### config.mk
export PLATFORM = sky130hd
export DESIGN_NAME = gfx_target_reader
export DESIGN_NICKNAME = d
export VERILOG_FILES = /design/src/rtl/gfx_target_reader.sv
export SDC_FILE = /design/constraint.sdc
export NUM_CORES = 1
export LEC_CHECK = 0
export CAP_MARGIN = 20
export CORE_AREA = 2 2 239 241
export DETAILED_ROUTE_END_ITERATION = 8
export DIE_AREA = 0 0 241 243
export GPL_ROUTABILITY_DRIVEN = 0
export PLACE_DENSITY = 0.52
export SETUP_SLACK_MARGIN = 0.4
export SLEW_MARGIN = 20
export SYNTH_ARGS = -nofsm -noshare
export SYNTH_HDL_FRONTEND = slang
export SYNTH_SLANG_ARGS = --single-unit
export TNS_END_PERCENT = 50
### constraint.sdc
create_clock -name clk_i -period 1.65 [get_ports clk_i]
set_clock_uncertainty 0.05 [all_clocks]
set_input_delay 0.2475 -clock clk_i [delete_from_list [all_inputs] [get_ports clk_i]]
set_output_delay 0.2475 -clock clk_i [all_outputs]
set_load 0.01 [all_outputs]
### src/rtl/gfx_target_reader.sv
// Purpose: read-side target fetch responder; one MDW-wide Wishbone read per request, optional one-line cache.
// Latency: ack_o two cycles after req_i on a first-cycle slave ack, one cycle on a cache hit.
// Backpressure: req_i is held until ack_o; busy_o is high outside IDLE; slave stalls are bounded by TIMEOUT.
// Optional feature: define GFX_TARGET_READER_CACHE_EN to enable the one-line cache.
module gfx_target_reader #(
   parameter int MDW     = 256,
   parameter int TIMEOUT = 255
) (
   input  logic              clk_i,
   input  logic              rst_i,
   input  logic              req_i,
   input  logic [31:0]       addr_i,
   output logic              ack_o,
   output logic [MDW-1:0]    data_o,
   output logic              err_o,
   output logic              busy_o,
   input  logic              inv_i,
   output logic              m_cyc_o,
   output logic              m_stb_o,
   output logic              m_we_o,
   output logic [MDW/8-1:0]  m_sel_o,
   output logic [31:0]       m_adr_o,
   input  logic [MDW-1:0]    m_dat_i,
   input  logic              m_ack_i,
   input  logic              m_err_i
);

   localparam int LB = $clog2(MDW/8);
   localparam int TW = 32 - LB;

   typedef enum logic [1:0] {IDLE, BUS, ACK} state_t;

   state_t           state_q, state_d;
   logic [7:0]       cnt_q, cnt_d;
   logic             ack_q, ack_d;
   logic             err_q, err_d;
   logic             cyc_q, cyc_d;
   logic [MDW-1:0]   data_q, data_d;
   logic [31:0]      adr_q, adr_d;
   logic             hit;
   logic             tmo;
   logic             unused_ok;

   // The timeout fires in the TIMEOUT-th consecutive bus cycle without a slave response,
   // so ack_o+err_o lands exactly TIMEOUT cycles after m_cyc_o rises.
   assign tmo = ~m_ack_i & (cnt_q == 8'(TIMEOUT - 1));

`ifdef GFX_TARGET_READER_CACHE_EN
   logic             valid_q, valid_d;
   logic [TW-1:0]    tag_q, tag_d;
   logic [MDW-1:0]   line_q, line_d;
   // A same-cycle invalidate suppresses the hit: the renderer has just written the target.
   assign hit       = valid_q & ~inv_i & (tag_q == addr_i[31:LB]);
   assign unused_ok = ^addr_i[LB-1:0];
`else
   assign hit       = 1'b0;
   assign unused_ok = ^{inv_i, addr_i[LB-1:0]};
`endif

   // State and datapath registers with synchronous reset
   always_ff @(posedge clk_i) begin
      if (rst_i) begin
         state_q <= IDLE;
         cnt_q   <= '0;
         ack_q   <= 1'b0;
         err_q   <= 1'b0;
         cyc_q   <= 1'b0;
         data_q  <= '0;
         adr_q   <= '0;
`ifdef GFX_TARGET_READER_CACHE_EN
         valid_q <= 1'b0;
         tag_q   <= '0;
         line_q  <= '0;
`endif
      end else begin
         state_q <= state_d;
         cnt_q   <= cnt_d;
         ack_q   <= ack_d;
         err_q   <= err_d;
         cyc_q   <= cyc_d;
         data_q  <= data_d;
         adr_q   <= adr_d;
`ifdef GFX_TARGET_READER_CACHE_EN
         valid_q <= valid_d;
         tag_q   <= tag_d;
         line_q  <= line_d;
`endif
      end
   end

   // Next-state selection
   always_comb begin
      state_d = state_q;
      case (state_q)
         IDLE: if (req_i) state_d = hit ? ACK : BUS;
         BUS:  if (m_ack_i | m_err_i | tmo) state_d = ACK;
         ACK:  state_d = IDLE;
         default: state_d = IDLE;
      endcase
   end

   // Next values of the registered outputs, bus controls and cache
   always_comb begin
      ack_d  = 1'b0;
      err_d  = 1'b0;
      cyc_d  = cyc_q;
      data_d = data_q;
      adr_d  = adr_q;
      cnt_d  = cnt_q;
`ifdef GFX_TARGET_READER_CACHE_EN
      valid_d = valid_q & ~inv_i;
      tag_d   = tag_q;
      line_d  = line_q;
`endif
      case (state_q)
         IDLE: begin
            if (req_i) begin
               if (hit) begin
`ifdef GFX_TARGET_READER_CACHE_EN
                  data_d = line_q;
`endif
                  ack_d  = 1'b1;
               end else begin
                  adr_d = {addr_i[31:LB], {LB{1'b0}}};
                  cyc_d = 1'b1;
                  cnt_d = '0;
               end
            end
         end
         BUS: begin
            if (m_err_i | tmo) begin
               // Error wins over a simultaneous ack; cache stays untouched.
               data_d = '0;
               ack_d  = 1'b1;
               err_d  = 1'b1;
               cyc_d  = 1'b0;
            end else if (m_ack_i) begin
               data_d = m_dat_i;
               ack_d  = 1'b1;
               cyc_d  = 1'b0;
`ifdef GFX_TARGET_READER_CACHE_EN
               tag_d   = adr_q[31:LB];
               line_d  = m_dat_i;
               valid_d = ~inv_i;
`endif
            end else begin
               cnt_d = cnt_q + 8'd1;
            end
         end
         default: ;
      endcase
   end

   assign ack_o   = ack_q;
   assign err_o   = err_q;
   assign data_o  = data_q;
   assign busy_o  = (state_q != IDLE);
   assign m_cyc_o = cyc_q;
   assign m_stb_o = cyc_q;
   assign m_we_o  = 1'b0;
   assign m_sel_o = {(MDW/8){cyc_q}};
   assign m_adr_o = adr_q;

endmodule
==> impl_metrics.tcl, run 1 <==
set metrics [dict create \
    status "finished, violations left" \
    violations "negative setup slack" \
    synth_top_family_by_area "compound AO/OA/AOI/OAI gates" \
    rr_worst_depth 4 \
    wl_um 39120 \
    ir_drop_v 0.0004492 \
    grt_pass1_vias 8993 \
    cp-startpoint "state_q[1]" \
    area_growth_pct 96.78 \
    hold_slack_ns 0.2172 \
    synth-async-reset-ratio_pct 0 \
    drive_gt1_share_pct 37.96 \
    synth_edf_count 0 \
    clkTransAtPathRegs_ns 0.06 \
    required_ns 2.05 \
    p_leak_uw 0.008216 \
    synth_xor_area_share_pct 0 \
    cts_hold_buf 0 \
    synth_area_leaders "dfxtp_1, a22o_1, buf_4, buf_2, nand2_1" \
    ys.warnings.count 0 \
    finalSetupViolations 34 \
    synthAdderAreaFrac_pct 0.2621 \
    start_util_pct 17.06 \
    slew_violations 0 \
    synth-seq-cells 296 \
    r2r-start "state_q[1]" \
    ys_seq_area_share_pct 62.06 \
    finish.utilization_pct 33.58 \
    io_buffers 607 \
    cts_tree "built" \
    worstHoldStart "addr_i[18]" \
    cap_violations 0 \
    critical_path.max_stage_delay_ns 0.51 \
    crit_chain "or4b_4 -> o21bai_4 -> or4_4 -> o211ai_2" \
    syn_inst 800 \
    post-route-cell-area_um2 18790 \
    die_h_um 243 \
    hold_path_class "input pin to register" \
    wl_per_cell_um 17.46 \
    yosysMostFrequentCell "dfxtp_1" \
    route.detailed.drc 0 \
    cts.htree.levels 2 \
    fmax_mhz 574.3 \
    vias_per_cell 3.988 \
    chipWidth_um 241 \
    grt_usage_pct 11.97 \
    place_area_um2 16690 \
    cp_num_buf_inv 0 \
    clock-root-buffer "clkbuf_16" \
    clk_path_buf_depth 3 \
    slowest_stage "or4_4" \
    yosys-mux-area-fraction_pct 0 \
    power_density_nw_per_um2 932.4 \
    hold_viol 0 \
    fp.coreArea_um2 55950 \
    r2r_slack_ns -0.09 \
    min_period_ns 1.741 \
    critPathArrivalTime_ns 2.15 \
    tns_ns -0.4583 \
    hold_depth 3 \
    grt_pass1_wl_um 54190 \
    synthSimpleGateAreaFrac_pct 4.691 \
    syn_area_per_cell_um2 11.93 \
    yosys_most_used_dff "dfxtp_1" \
    cts_made_buffers 36 \
    cts_sinks 296 \
    rsz0062_at_grt "true" \
    drt-initial-drc-count 217 \
    num_vias 8932 \
    pin_count 620 \
    antenna_found_initial 1 \
    criticalPathCategory "register to register" \
    synth.largest_area_cell "dfxtp_1" \
    finalCritPeriodShare_pct 105.5 \
    synth_compound_area_share_pct 26.29 \
    first_pass_iters 4 \
    holdPathEnd "m_adr_o[18]" \
    cp-start-kind "register" \
    endpoint_kind "register" \
    nets 1753 \
    syn_area_um2 9548 \
    yosysTopAreaCellShare_pct 62.06 \
    ant_nets 0 \
    rr_endpoint "cnt_q[6]" \
    detailed_place_hpwl_um 27690 \
    cp_max_fo 4 \
    critPathTopFamily "simple AND/OR/NAND/NOR gates" \
    setup_slack_ns -0.09130 \
    overflow 0 \
    grt_start_max_net_pins 49 \
    clk-insertion-delay-late_ns 0.52 \
    die_area_um2 58560 \
    synth_top_cells_by_count "dfxtp_1, a22o_1, nand2_1" \
    ys_types 42 \
    rows 87 \
]
-- registers in the layout, summed over array words and instances (netlist names) --
signal and flops:
ack_o 1, cnt_q 8, data_o 256, err_o 1, m_adr_o 27, m_cyc_o 1
state_q 2
-- worst reg2reg max path: stages (launching register included) --
cell	delay [ns]
dfxtp_2	0.34
or4b_4	0.50
o21bai_4	0.20
or4_4	0.51
o211ai_2	0.07
-- kinds of logic (layout without fill, tap and decap cells) --
kind of cell,count (synthesis),after routing
AO/OA/AOI/OAI,301,301
other,1,7
AND/OR/NAND/NOR,91,91
flip-flops,296,296
buffers and inverters,109,787
adder cells (fa/ha/maj),2,2
-- layout make-up --
class,count,area (um2)
Clock inverter,12,126.4
Multi-Input combinational cell,400,3084
Inverter,3,11.26
Timing Repair Buffer,720,7415
Clock buffer,52,1072
Antenna cell,1,2.502
Tap cell,756,945.9
Sequential cell,296,6131
Fill cell,5730,37160
-- per-layer routing --
| layer | part of all wire, % | GRT usage (%) | up-vias |
|---|---|---|---|
| li1 | - | - | 4265 |
| met1 | 40 | 13.52 | 4249 |
| met2 | 50 | 20.98 | 364 |
| met3 | 8.3 | 4.003 | 54 |
| met4 | 2.1 | 3.922 | 0 |
| met5 | 0 | 0 | - |
-- worst max path at each step --
stage                           to  cells after the start  slack (ns)
after floorplan           cnt_q[6]                      4       -0.03
after global placement    cnt_q[6]                      5       -0.48
after detailed placement  cnt_q[6]                      5       -0.48
after CTS                 cnt_q[6]                      4       -0.09
after global routing      cnt_q[6]                      4       -0.13
final                     cnt_q[6]                      4       -0.09
-- placed cells by master, fill, tap and decap left out, types with 3 or more instances in the layout --
cell,n
clkdlybuf4s50_1,287
a22o_1,256
buf_6,199
dfxtp_2,155
dfxtp_1,138
dlygate4sd2_1,104
buf_4,63
nand2_1,56
clkbuf_16,46
a21oi_1,32
buf_2,31
buf_12,11
nand3_1,10
clkbuf_8,9
buf_16,8
conb_1,6
clkbuf_1,6
clkinv_2,5
nor2_1,3
dfxtp_4,3
clkdlybuf4s15_2,3
buf_8,3
-- report_power, final --
part	total, uW	switching (uW)	leakage, uW	internal (uW)
registers	7460	119	0.00247	7340
logic	2150	790	0.00515	1360
clock network	7910	3080	0.000589	4840
-- metrics by stage --
step,setup WS (ns),cells,total power [uW]
after detailed placement,-0.4815,2128,9553
after CTS,-0.09361,2224,17700
after floorplan,-0.02598,805,8257
after global routing,-0.1329,2240,18240
after global placement,-0.4845,2128,9548
final,-0.09130,2240,17520
-- repair_timing --
item / CTS / global route
cloned: 3 / 11
setup buffers: 29 / 4
endpoints found under the setup margin: 615 / 616
pin swaps: 0 / 17
resized for setup: 1035 / 312
Note: power is estimated with default switching activity, not from simulation.
==> inputs of run 2 (changes only) <==
--- a/config.mk
+++ b/config.mk
@@ -7,6 +7,7 @@
 export LEC_CHECK = 0
 export CAP_MARGIN = 20
 export CORE_AREA = 2 2 239 241
+export CTS_CLUSTER_DIAMETER = 60
 export DETAILED_ROUTE_END_ITERATION = 8
 export DIE_AREA = 0 0 241 243
 export GPL_ROUTABILITY_DRIVEN = 0
==> impl_metrics.tcl, run 2 (synthesis results as in run 1) <==
set metrics [dict create \
    status "finished, violations left" \
    violations "negative setup slack" \
    cts.htree.levels 2 \
    p_seq_share_pct 42.1 \
    clk_path_buf_depth 3 \
    rr_worst_depth 4 \
    fmax_mhz 574.0 \
    met2_length_um 18310 \
    hold_depth 3 \
    antenna_found_initial 1 \
    wl_per_cell_um 16.87 \
    die_h_um 243 \
    vias_per_cell 3.962 \
    post-route-cell-area_um2 18400 \
    r2r-start "state_q[1]" \
    endpoint_kind "register" \
    wl_um 37550 \
    start_util_pct 17.06 \
    fp.coreArea_um2 55950 \
    min_period_ns 1.742 \
    chipWidth_um 241 \
    clock-root-buffer "clkbuf_16" \
    pin_count 620 \
    rsz0062_at_grt "true" \
    holdPathEnd "m_adr_o[8]" \
    grt_usage_pct 11.93 \
    finalSetupViolations 32 \
    final_cell_mix "clkdlybuf4s50_1, a22o_1, buf_6, dfxtp_2, dfxtp_1" \
    grt_pass1_vias 8943 \
    power_density_nw_per_um2 962.0 \
    finalCritPeriodShare_pct 105.6 \
    clkTransAtPathRegs_ns 0.06 \
    sw_frac_of_total_pct 22.78 \
    p_int_uw 13670 \
    first_pass_iters 4 \
    layout_commonest_cell "clkdlybuf4s50_1" \
    critPathArrivalTime_ns 2.15 \
    cts_made_buffers 37 \
    pwr-share-clk_pct 46.4 \
    num_vias 8819 \
    hold_viol 0 \
    m1WireLength_um 14810 \
    rows 87 \
    grt_pass1_wl_um 54010 \
    area_growth_pct 92.75 \
    cts_hold_buf 0 \
    cts_sinks 296 \
    cp_max_fo 4 \
    grt_start_max_net_pins 49 \
    hold_slack_ns 0.2076 \
    slew_violations 0 \
    detailed_place_hpwl_um 27690 \
    setup_slack_ns -0.09213 \
    hold_path_class "input pin to register" \
    wl_met3_um 3479 \
    ant_nets 0 \
    r2r_slack_ns -0.09 \
    place_area_um2 16690 \
    io_buffers 607 \
    power_frac_comb_pct 11.5 \
    worstHoldStart "addr_i[8]" \
    p_leak_uw 0.008054 \
    required_ns 2.06 \
    ir_drop_v 0.0005644 \
    place_ws_ns -0.4815 \
    criticalPathCategory "register to register" \
    largest_register_ffs 256 \
    nets 1738 \
    top_layer "met4" \
    die_area_um2 58560 \
    cp-start-kind "register" \
    p_sw_uw 4033 \
    route.detailed.drc 0 \
    overflow 0 \
    finish.utilization_pct 32.89 \
    drive_gt1_share_pct 36.76 \
    cts_tree "built" \
    cap_violations 0 \
    rr_endpoint "cnt_q[6]" \
    drt-initial-drc-count 257 \
    clk-insertion-delay-late_ns 0.53 \
]
==> run 2: final cells by class <==
type	instances	area, um2
fill	5763	37550
timing repair buffer	704	6983
sequential	296	6122
multi-input combinational	400	3084
clock buffer	53	1119
tap	756	945.9
clock inverter	13	136.4
inverter	3	11.26
antenna	1	2.502
==> run 2: critical path, stage by stage, from the launching register on <==
cell and delay (ns):
dfxtp_2 0.34, or4b_4 0.50, o21bai_4 0.20, or4_4 0.51, o211ai_2 0.07
==> run 2: metrics by stage <==
step	cells	total power [uW]	TNS (ns)
global route	2226	18460	-19.07
global placement	2128	9548	-86.32
CTS	2221	18000	-10.32
finish	2226	17700	-0.5273
detailed placement	2128	9553	-84.55
floorplan	805	8257	-0.02598
==> run 2: worst max-delay path by stage <==
| stage | to | slack, ns | cells after the start | from |
|---|---|---|---|---|
| after floorplan | cnt_q[6] | -0.03 | 4 | state_q[1] |
| final | cnt_q[6] | -0.09 | 4 | state_q[1] |
| after detailed placement | cnt_q[6] | -0.48 | 5 | m_err_i |
| after global routing | cnt_q[6] | -0.13 | 4 | state_q[1] |
| after CTS | cnt_q[6] | -0.09 | 4 | state_q[1] |
| after global placement | cnt_q[6] | -0.48 | 5 | m_err_i |
==> run 2: power groups by stage <==
stage	clock [uW]	combinational (uW)	sequential (uW)
CTS	8550	2010	7440
floorplan	0	603	7650
detailed placement	0	1980	7570
global placement	0	1980	7560
finish	8210	2040	7450
global route	8820	2170	7470
==> run 2: what timing repair did <==
action | 4_1_cts | 5_1_grt
pin swaps | 0 | 3
endpoints found under the setup margin | 615 | 616
gates cloned | 3 | 2
buffers inserted | 24 | 2
gates resized for setup | 1035 | 257
==> run 2: metal layers <==
layer | GRT usage, % | vias up
li1 | - | 4225
met1 | 13.46 | 4187
met2 | 20.66 | 357
met3 | 4.265 | 50
met4 | 3.994 | 0
met5 | 0 | -
